<file path="src/rtl/product_accumulator.sv">
// Signed product accumulator: sums 64-bit products into ACC_W-bit groups and hands each group result downstream.
// Build option: define PRODUCT_ACCUMULATOR_SAT_EN to clamp overflowing adds instead of wrapping.
module product_accumulator #(
  parameter int ACC_W = 80
) (
  input  logic             clk,
  input  logic             rst,
  input  logic [63:0]      p,
  input  logic             p_valid,
  input  logic             p_last,
  output logic             p_ready,
  input  logic             clr,
  output logic [ACC_W-1:0] acc_out,
  output logic [15:0]      cnt_out,
  output logic             ovf_out,
  output logic             o_valid,
  input  logic             o_ready
);

  typedef enum logic {
    S_ACC  = 1'b0,
    S_HOLD = 1'b1
  } state_t;

  state_t r_state;
  state_t w_state_next;

  logic [ACC_W-1:0] r_acc;
  logic [15:0]      r_cnt;
  logic             r_ovf;

  logic             w_accept;
  logic [ACC_W-1:0] w_base;
  logic [15:0]      w_base_cnt;
  logic             w_base_ovf;
  logic [ACC_W-1:0] w_sext;
  logic [ACC_W-1:0] w_sum;
  logic             w_add_ovf;
  logic [ACC_W-1:0] w_result;
  logic [15:0]      w_cnt_inc;
  logic             w_ovf_new;

  assign w_accept = p_valid && (r_state == S_ACC);

  // clr coincident with an accept makes p the first product of a fresh group
  assign w_base     = clr ? '0    : r_acc;
  assign w_base_cnt = clr ? 16'd0 : r_cnt;
  assign w_base_ovf = clr ? 1'b0  : r_ovf;

  assign w_sext    = {{(ACC_W-64){p[63]}}, p};
  assign w_sum     = w_base + w_sext;
  assign w_add_ovf = (w_base[ACC_W-1] == w_sext[ACC_W-1]) &&
                     (w_sum[ACC_W-1] != w_base[ACC_W-1]);

`ifdef PRODUCT_ACCUMULATOR_SAT_EN
  localparam logic [ACC_W-1:0] SAT_MAX = {1'b0, {(ACC_W-1){1'b1}}};
  localparam logic [ACC_W-1:0] SAT_MIN = {1'b1, {(ACC_W-1){1'b0}}};

  // Overflow only happens when both operands share a sign, so the base sign gives the direction
  assign w_result = w_add_ovf ? (w_base[ACC_W-1] ? SAT_MIN : SAT_MAX) : w_sum;
`else
  assign w_result = w_sum;
`endif

  assign w_cnt_inc = (w_base_cnt == 16'hFFFF) ? 16'hFFFF : w_base_cnt + 16'd1;
  assign w_ovf_new = w_base_ovf | w_add_ovf;

  always_ff @(posedge clk or negedge rst) begin
    if (!rst) begin
      r_state <= S_ACC;
    end else begin
      r_state <= w_state_next;
    end
  end

  always_comb begin
    w_state_next = r_state;
    case (r_state)
      S_ACC:   if (w_accept && p_last) w_state_next = S_HOLD;
      S_HOLD:  if (o_ready) w_state_next = S_ACC;
      default: w_state_next = S_ACC;
    endcase
  end

  always_ff @(posedge clk or negedge rst) begin
    if (!rst) begin
      r_acc   <= '0;
      r_cnt   <= 16'd0;
      r_ovf   <= 1'b0;
      acc_out <= '0;
      cnt_out <= 16'd0;
      ovf_out <= 1'b0;
    end else if (w_accept) begin
      if (p_last) begin
        acc_out <= w_result;
        cnt_out <= w_cnt_inc;
        ovf_out <= w_ovf_new;
        r_acc   <= '0;
        r_cnt   <= 16'd0;
        r_ovf   <= 1'b0;
      end else begin
        r_acc <= w_result;
        r_cnt <= w_cnt_inc;
        r_ovf <= w_ovf_new;
      end
    end else if (clr && (r_state == S_ACC)) begin
      r_acc <= '0;
      r_cnt <= 16'd0;
      r_ovf <= 1'b0;
    end
  end

  assign p_ready = (r_state == S_ACC);
  assign o_valid = (r_state == S_HOLD);

endmodule

</file>
<file path="config.mk">
export PLATFORM = sky130hd
export DESIGN_NAME = product_accumulator
export DESIGN_NICKNAME = d
export VERILOG_FILES = /design/src/rtl/product_accumulator.sv
export SDC_FILE = /design/constraint.sdc
export NUM_CORES = 1
export LEC_CHECK = 0
export BUFFER_PORTS_ARGS = -buffer_cell sky130_fd_sc_hd__buf_2
export CAP_MARGIN = 20
export CELL_PAD_IN_SITES_DETAIL_PLACEMENT = 1
export CELL_PAD_IN_SITES_GLOBAL_PLACEMENT = 1
export CORE_MARGIN = 2
export CORE_UTILIZATION = 40
export DETAILED_ROUTE_END_ITERATION = 12
export GPL_TIMING_DRIVEN = 0
export PLACE_DENSITY_LB_ADDON = 0.1
export SYNTH_ARGS = -nofsm -noshare
export SYNTH_HDL_FRONTEND = slang
export SYNTH_SLANG_ARGS = --single-unit
</file>
<file path="constraint.sdc">
create_clock -name clk -period 3.1 [get_ports clk]
set_input_delay 0.62 -clock clk [delete_from_list [all_inputs] [get_ports clk]]
set_output_delay 0.62 -clock clk [all_outputs]
set_load 0.01 [all_outputs]
</file>
==> results of run 1 <==
[how the worst min path moves through the flow]
| stage | from | endpoint | slack [ns] | depth (start not counted) |
|---|---|---|---|---|
| after detailed placement | acc_out[60] | acc_out[60] | 0.46 | 2 |
| after global routing | rst | r_acc[77] | 0.23 | 1 |
| after CTS | rst | r_acc[77] | 0.21 | 1 |
| after floorplan | rst | acc_out[0] | 0.32 | 0 |
| final | rst | acc_out[77] | 0.18 | 1 |
| after global placement | r_cnt[0] | r_cnt[0] | 0.45 | 1 |
[synth_stat cells (3+ instances only)]
library cell	number	area (um^2)
xnor2_1	35	306.5
ha_1	80	1001
a221o_1	3	30.03
a22o_1	32	280.3
a21oi_1	115	575.6
or4_1	4	30.03
a21o_1	54	405.4
nand2_1	227	852.1
o31ai_1	13	97.59
clkbuf_1	78	292.8
a21boi_0	4	30.03
nand4_1	38	237.7
inv_1	29	108.9
or3_1	4	25.02
and2_1	9	56.30
nor2_1	84	315.3
a211o_1	6	52.55
mux2_2	18	202.7
buf_2	12	60.06
buf_1	6	22.52
and3_1	9	56.30
a221oi_1	3	26.28
nand2b_1	12	75.07
o21ai_1	6	30.03
o2111ai_1	3	26.28
dfrtp_1	195	4880
o21ai_0	169	845.8
nand3b_1	3	22.52
a31o_2	4	35.03
o21ai_2	3	26.28
nor3_1	19	95.09
o21bai_1	28	210.2
mux2i_1	6	60.06
xor2_1	42	367.9
nor4_1	3	18.77
nor2b_1	89	556.8
o21a_1	9	67.56
a31oi_1	20	125.1
nand3_1	37	185.2
o211ai_1	11	82.58
[kinds of logic (layout without fill, tap and decap cells)]
logic type,count (synthesis),count (layout)
xor+xnor,77,77
compound gates,513,513
simple gates,551,551
flops,195,195
other cells,0,1
buf+inv,128,447
fa+ha+maj,81,81
mux,24,24
[area by class of cell]
| type | count | area, um^2 |
|---|---|---|
| diodes | 1 | 2.502 |
| plain buffers | 77 | 504.2 |
| clock buffers | 17 | 425.4 |
| clock inverters | 15 | 163.9 |
| fillers | 3751 | 14180 |
| inverters | 29 | 108.9 |
| multi-input cells | 1246 | 9749 |
| flip-flops and latches | 195 | 4880 |
| well taps | 442 | 553.0 |
| repair buffers | 309 | 2054 |
[per-stage QoR]
| stage | util (%) | setup slack [ns] |
|---|---|---|
| after floorplan | - | -0.4299 |
| after global placement | 45.47 | -2.041 |
| after detailed placement | 45.59 | -1.533 |
| after CTS | 52.47 | -0.4242 |
| after global routing | 56.53 | -0.5759 |
| final | 56.54 | -0.5035 |
[timing repair]
| item | CTS | global route |
|---|---|---|
| pin swaps | 97 | 125 |
| gates resized for setup | 231 | 243 |
| setup endpoints to repair | 147 | 125 |
| cloned | 4 | 0 |
| hold buffers | 0 | 0 |
| buffers inserted | 78 | 64 |
[power breakdown]
group | leakage (nW) | internal (mW) | switching (mW)
registers | 2.52 | 3.03 | 0.284
clock network | 0.287 | 1.15 | 1.18
logic | 5.61 | 1.54 | 2.08
total | 8.42 | 5.71 | 3.55
[metal layers]
layer	up-vias	GRT usage [%]	wire length [um]
met5	-	0	0
met4	0	10.58	2343
met3	132	4.031	2390
met2	401	49.56	26600
met1	6899	36.24	22540
li1	6204	-	-
[sequential cells by signal, summed over array words and instances, names as in the netlist]
signal,count
r_cnt,16
ovf_out,1
acc_out,80
r_acc,80
o_valid,1
r_ovf,1
cnt_out,16
[critical path, delay by kind of cell]
kind / cells / cell delay (ns)
mux: 1 / 0.26
compound gates: 5 / 1.25
buf+inv: 4 / 0.53
simple gates: 4 / 0.85
xor+xnor: 1 / 0.12
fa+ha+maj: 1 / 0.30
[placed cells by master, fill, tap and decap left out, types with 42 or more instances in the layout]
cell type	instances
buf_4	120
o21ai_1	48
ha_1	45
nand2_1	212
a21oi_1	70
nor2_1	73
dfrtp_1	195
nor2b_1	49
o21ai_0	104
a21o_1	54
clkbuf_1	42
buf_2	167
==> results.cfg, run 1 <==
[grt]
grt_first_pass_wirelength_mm = 75.87
grt_pass1_vias = 13660
grt.overflow.total = 0
track_usage_pct = 28.63
antenna_found_initial = 1
grt_max_degree = 106

[timing]
period_share_pct = 116.2
skew_ns = 0.01257
min_period_ns = 3.604
worst_pin_slew_ns = 0.9227
rsz0062_at_grt = true
holdWs_ns = 0.1761
layout_setup_ws_ns = -0.5035
finalSetupTns_ns = -28.75
finalSetupViolations = 104
fmaxAchievable_mhz = 277.5
finalMaxSlewViolations = 0
slew_headroom_pct = 38.49
hold_violations = 0

[setup_path]
critPathKind = in2reg
worstPathCellList = buf_8 -> clkbuf_16 -> buf_4 -> nor2b_1 -> ha_1 -> buf_6 -> nand4_1 -> or3_4 -> a211o_1 -> a31oi_4 -> nor2_4 -> o211ai_4 -> a41oi_4 -> o21ai_2 -> xnor2_1 -> mux2_4
r2r-end = acc_out[77]
critPathArrivalTime_ns = 3.96
crit_path_max_incr_delay_ns = 0.46
required_ns = 3.45
start_kind = primary input
cp_slowest_cell = or3_4
reg2reg_depth = 12
path_max_fanout = 5
reg2reg_from = r_acc[26]
startpoint = clr
endpoint = acc_out[77]
r2r_slack_ns = -0.37
cp-end-kind = register

[die]
die_h_um = 186.1
initial_utilization_pct = 40.66
fp.dieArea_um2 = 34630
num_rows = 66
pin_count = 169
die_x_um = 186.1
core_um2 = 32620

[hold_path]
hold_path.class = in2async

[clocking]
cts_buffers = 17
clock-root-buffer = clkbuf_16
clock_latency_ns = 0.46
cts_tree = done
clkSinkCount = 195
cts-htree-levels = 4
ctsLongestPathBuffers = 2
clkTransAtPathRegs_ns = 0.08

[synth]
ys_types = 77
synthMuxAreaShare_pct = 1.981
synth-edff-count = 0
async_flop_share_pct = 100.0
synth_flop_cell = dfrtp_1
synth_xor_area_share_pct = 5.085
ys_seq_area_share_pct = 36.80
synth.avg_cell_area_um2 = 8.452
synth-simple-area-share_pct = 19.93
synth-compound-area-share_pct = 24.73
synth-seq-cells = 195
synth_cells = 1569
yosys_warnings = 0
synthAdderAreaFrac_pct = 7.699
synth_top_family_by_area = compound AO/OA/AOI/OAI gates
synth_nets = 1720
synth_area_um2 = 13260

[placement]
gp_congestion = 0.9037
place_inst = 2180
dp_hpwl_mm = 34.80
portBuffers = 168
place_area_um2 = 14870

[run_status]
status = finished, violations left
violations = negative setup slack

[finish]
drive_gt1_share_pct = 34.85
area_growth_pct = 39.06
nets = 2026
final_cells = 2331
fin_area_um2 = 18440

[drt]
via_per_inst = 5.850
num_vias = 13640
ant_nets = 0
drtIter0Drc = 729
drc = 0
routedWlPerCell_um = 23.11
wl_mm = 53.88
first_pass_iters = 5

[power]
total_power_mw = 9.261
leakage_nw = 8.419
powerDensity_nw_per_um2 = 502.2
vdd_drop_max_mv = 0.4311

[run]
drv_cap = 0
(Power assumes the default switching activity.)
==> run 2: changes to the inputs <==
CORE_UTILIZATION = 45   (was 40)
clock period = 3.7 ns   (was 3.1 ns; I/O delays follow)
==> run 2 against run 1 <==
Effect of this change: final area fell by 11%; the run now ends clean; die area fell by 11%; clock-buffer cell count increased by 2; first-iteration DRC count up 12%; worst hold slack better by 0.075 ns; global-route usage grew 1.9 points; critical endpoint unchanged; combinational power decreased by 29%; critical path depth is the same; via count decreased by 4.8%; clock skew is essentially flat; clock power down 14%; power down 21%.
==> results.cfg, run 2 (same netlist as run 1, synthesis figures left out) <==
[run_status]
status = completed

[timing]
hold_violations = 0
finalMaxSlewViolations = 0
min_period_ns = 3.655
period_share_pct = 98.79
rsz0062_at_grt = true
skew_ns = 0.01245
finalSetupViolations = 0
layout_setup_ws_ns = 0.04481
slew_headroom_pct = 36.41
worst_pin_slew_ns = 0.9539
fmaxAchievable_mhz = 273.6

[die]
initial_utilization_pct = 45.95
pin_count = 169
fp.dieArea_um2 = 30860
die_x_um = 175.7
num_rows = 62
core_um2 = 28860
die_h_um = 175.7

[finish]
final_common_cell = nand2_1
fillers = 3469
nets = 1936
final_cells = 2183
largestRegisters = acc_out: 80 flops, r_acc: 80 flops
drive_gt1_share_pct = 23.53
layout_common_cells = 222 x nand2_1, 195 x dfrtp_1, 170 x buf_2
area_growth_pct = 23.85

[grt]
gr-usage-met3_pct = 4.481
grt.busiest_layer = met2
grt_first_pass_wirelength_mm = 73.73
grt_util_met1_pct = 43.23
antenna_found_initial = 1
grt_use_met2_pct = 48.21
grt_pass1_vias = 13240
track_usage_pct = 30.54
grt_max_degree = 109
grt.overflow.total = 0

[setup_path]
endpoint = acc_out[77]
r2r_slack_ns = 0.22
critPathKind = in2reg
r2r-end = acc_out[77]
critPathArrivalTime_ns = 3.99
start_kind = primary input
required_ns = 4.04
reg2reg_depth = 13
cp-end-kind = register
startpoint = clr
path_max_fanout = 6
reg2reg_from = r_acc[32]

[drt]
via_per_inst = 5.947
routedWlPerCell_um = 22.16
first_pass_iters = 5
wl_mm = 48.38
ant_nets = 0
num_vias = 12980
drc = 0
drtIter0Drc = 814

[placement]
dp_hpwl_mm = 35.09
portBuffers = 168
place_inst = 2122
dp_slack_ns = -1.745
gp_congestion = 0.8954

[clocking]
cts_tree = done
clock_latency_ns = 0.46
clock-root-buffer = clkbuf_16
cts_buffers = 17
clkTransAtPathRegs_ns = 0.08
cts-htree-levels = 4
clkSinkCount = 195
ctsLongestPathBuffers = 2

[power]
leakage_nw = 7.679
swShare_pct = 37.66
p_sw_mw = 2.759
pwr-share-seq_pct = 37.8
power_frac_comb_pct = 34.9
intPower_mw = 4.567
vdd_drop_max_mv = 0.3174
power_frac_clock_pct = 27.3
powerDensity_nw_per_um2 = 446.1

[run]
drv_cap = 0

[hold_path]
hold_path.class = in2async
## run 2: cell types whose count changed in the layout (fill, tap and decap cells not counted), moves of 13 or more
| cell | delta |
|---|---|
| ha_1 | +18 |
| buf_6 | -18 |
| nor2b_4 | -14 |
| buf_4 | -73 |
| nor2b_2 | -19 |
| o21ai_1 | -34 |
| a21oi_4 | -13 |
| a21oi_1 | +21 |
| o21ai_0 | +51 |
| nor2b_1 | +33 |
| ha_4 | -22 |
## run 2: worst max-delay path, cell delays in order
cell	delay, ns
buf_8	0.09
clkbuf_16	0.17
buf_12	0.12
nor2b_1	0.05
ha_1	0.29
buf_6	0.12
nand4_1	0.17
or3_4	0.45
a211o_1	0.32
a31oi_4	0.23
nor2_4	0.10
o211ai_4	0.27
a41oi_4	0.22
o21ai_2	0.23
xnor2_2	0.13
mux2_4	0.27
## run 2: worst min-delay path by stage
stage	cells past startpoint	from	end	slack, ns
2_1_floorplan	0	rst	acc_out[0]	0.44
3_3_place_gp	1	r_cnt[0]	r_cnt[0]	0.45
3_5_place_dp	2	acc_out[55]	acc_out[55]	0.46
4_1_cts	1	rst	acc_out[28]	0.31
5_1_grt	1	rst	acc_out[28]	0.33
6_report	1	rst	acc_out[28]	0.25
## run 2: metal layers
layer  wire, um  vias up
li1           -     6031
met1      22170     6447
met2      22090      417
met3       2811       88
met4       1307        0
met5          0        -
## run 2: repair_timing
item	4_1_cts	5_1_grt
setup endpoints to repair	137	78
hold buffers	0	0
gates cloned	0	2
buffers inserted	24	22
pin swaps	28	38
resized for setup	79	130
## run 2: layout make-up
class | count | area, um^2 | share of cell area, %
clock inverters | 13 | 161.4 | 0.9827
inverters | 29 | 108.9 | 0.6628
plain buffers | 79 | 466.7 | 2.841
well taps | 384 | 480.5 | 2.925
clock buffers | 19 | 452.9 | 2.758
diodes | 1 | 2.502 | 0.01524
repair buffers | 217 | 1286 | 7.831
flip-flops and latches | 195 | 4880 | 29.71
multi-input cells | 1246 | 8586 | 52.27
## run 2: power by group through the flow
stage	logic, mW	registers [mW]	clock network (mW)
after floorplan	1.30	2.89	0
after global placement	2.22	2.78	0
after detailed placement	2.29	2.80	0
after CTS	2.39	2.76	2.02
after global routing	2.80	2.82	2.10
final	2.56	2.77	2.00
## run 2: stage by stage
step           setup TNS [ns]  hold WS (ns)  power (mW)  area [um^2]  util [%]
2_1_floorplan       -0.002104        0.4415       4.193        13310         -
3_3_place_gp          -428.26        0.4520       5.002        14630     50.71
3_5_place_dp          -138.41        0.4601       5.092        14670     50.84
4_1_cts              -0.08122        0.3092       7.177        15800     54.74
5_1_grt                -1.352        0.3268       7.716        16420     56.92
6_report                    0        0.2507       7.327        16420     56.92
==> run 3: changes to the inputs <==
CORE_UTILIZATION = 40   (was 45)
MAX_ROUTING_LAYER = met4   (was not set)
clock period = 3.2 ns   (was 3.7 ns; I/O delays follow)
==> run 3 against run 2 <==
Effect of this change: the flow now finishes with violations (negative setup slack); critical path depth grew 2; highest routed layer unchanged; global-route usage is 2.2 points lower; power increased by 17%; sequential share of layout area fell by 1.1 points; worst hold slack improved by 0.012 ns.
==> results.cfg, run 3 (same netlist as run 1, synthesis figures left out) <==
[run_status]
status = finished, violations left
violations = negative setup slack

[setup_path]
reg2reg_from = r_acc[28]
r2r-end = acc_out[73]
path_max_fanout = 7
start_kind = primary input
cp-end-kind = register
required_ns = 3.53
critPathKind = in2reg
r2r_slack_ns = -0.13
critPathArrivalTime_ns = 3.81
reg2reg_depth = 13

[placement]
gp_congestion = 0.8931
dp_slack_ns = -1.474
place_area_um2 = 14870
place_inst = 2180
portBuffers = 168
dp_hpwl_mm = 35.23

[timing]
rsz0062_at_grt = true
finalSetupTns_ns = -8.409
min_period_ns = 3.475
finalMaxSlewViolations = 0
fmaxAchievable_mhz = 287.7
skew_ns = 0.01358
hold_violations = 0
finalSetupViolations = 65
layout_setup_ws_ns = -0.2755
slew_headroom_pct = 40.57
period_share_pct = 108.6
worst_pin_slew_ns = 0.8915

[finish]
seqCellArea_um2 = 4880
fillers = 3839
final_cells = 2259
fin_area_um2 = 17080
nets = 1954
drive_gt1_share_pct = 27.20
multi_input_area_um2 = 9039
area_growth_pct = 28.82
final_common_cell = nand2_1
layout_common_cells = 220 x nand2_1, 195 x dfrtp_1, 169 x buf_2
largestRegisters = acc_out: 80 flops, r_acc: 80 flops

[power]
leakage_nw = 7.869
powerDensity_nw_per_um2 = 500.0
vdd_drop_max_mv = 0.4304
total_power_mw = 8.542

[die]
die_h_um = 186.1
fp.dieArea_um2 = 34630
initial_utilization_pct = 40.66
pin_count = 169
num_rows = 66
core_um2 = 32620
die_x_um = 186.1

[clocking]
ctsLongestPathBuffers = 2
cts_buffers = 17
clock_latency_ns = 0.46
cts-htree-levels = 4
cts_tree = done
clock-root-buffer = clkbuf_16
clkTransAtPathRegs_ns = 0.08
clkSinkCount = 195

[grt]
grt_pass1_vias = 13260
antenna_found_initial = 1
track_usage_pct = 28.33
grt_first_pass_wirelength_mm = 73.22
grt_max_degree = 112
grt.overflow.total = 0

[drt]
first_pass_iters = 4
via_per_inst = 5.637
wl_mm = 47.85
num_vias = 12740
routedWlPerCell_um = 21.18
drtIter0Drc = 619
drc = 0
ant_nets = 0

[run]
drv_cap = 0

[hold_path]
hold_path.class = in2async
-- run 3: where the power goes --
| part | internal, mW | total, mW | leakage [nW] | switching, mW |
|---|---|---|---|---|
| sequential | 2.93 | 3.19 | 2.52 | 0.259 |
| clock | 1.21 | 2.28 | 0.284 | 1.07 |
| combinational | 1.26 | 3.07 | 5.07 | 1.81 |
-- run 3: critical path, stage by stage --
cell,delay (ns)
buf_8,0.10
clkbuf_16,0.16
clkbuf_16,0.18
nor2b_4,0.12
ha_4,0.14
inv_2,0.04
fa_2,0.33
nand2b_4,0.16
a21oi_4,0.17
o21ai_4,0.09
a41o_1,0.24
o22ai_4,0.20
nand3_4,0.18
a311oi_4,0.32
buf_6,0.17
o21ai_4,0.07
and4_1,0.16
or3_1,0.31
-- run 3: per-layer routing --
| metal | routed length, um | vias to the layer above | share of wire (%) | GRT usage [%] |
|---|---|---|---|---|
| li1 | - | 6065 | - | - |
| met4 | 1294 | 0 | 2.7 | 9.260 |
| met3 | 1860 | 65 | 3.9 | 5.283 |
| met2 | 23220 | 253 | 49 | 46.57 |
| met5 | 0 | - | 0 | - |
| met1 | 21470 | 6352 | 45 | 35.18 |
-- run 3: metrics by stage --
stage	hold WS, ns	util (%)
floorplan	0.3444	-
global placement	0.4506	45.46
detailed placement	0.4622	45.57
CTS	0.3062	49.78
global route	0.3266	52.37
finish	0.2631	52.37
-- run 3: area by class of cell --
class | count | share of cell area, %
multi-input cells | 1246 | 52.91
flip-flops and latches | 195 | 28.56
repair buffers | 228 | 7.859
plain buffers | 86 | 3.266
well taps | 442 | 3.237
clock buffers | 20 | 2.673
clock inverters | 12 | 0.8422
inverters | 29 | 0.6372
diodes | 1 | 0.01465
-- run 3: how the worst max path moves through the flow --
stage	from	depth (start not counted)	slack, ns	endpoint
floorplan	clr	16	-0.35	acc_out[78]
global placement	rst	1	-2.00	r_acc[29]
detailed placement	clr	15	-1.47	acc_out[56]
CTS	clr	18	-0.30	acc_out[78]
global route	clr	17	-0.39	acc_out[67]
finish	clr	18	-0.28	acc_out[78]
-- run 3: repair_timing --
| action | 4_1_cts | 5_1_grt |
|---|---|---|
| hold buffers | 0 | 0 |
| endpoints found under the hold margin | 0 | 0 |
| resized for setup | 117 | 175 |
| buffers inserted | 35 | 24 |
| pin swaps | 46 | 55 |
| endpoints found under the setup margin | 135 | 127 |
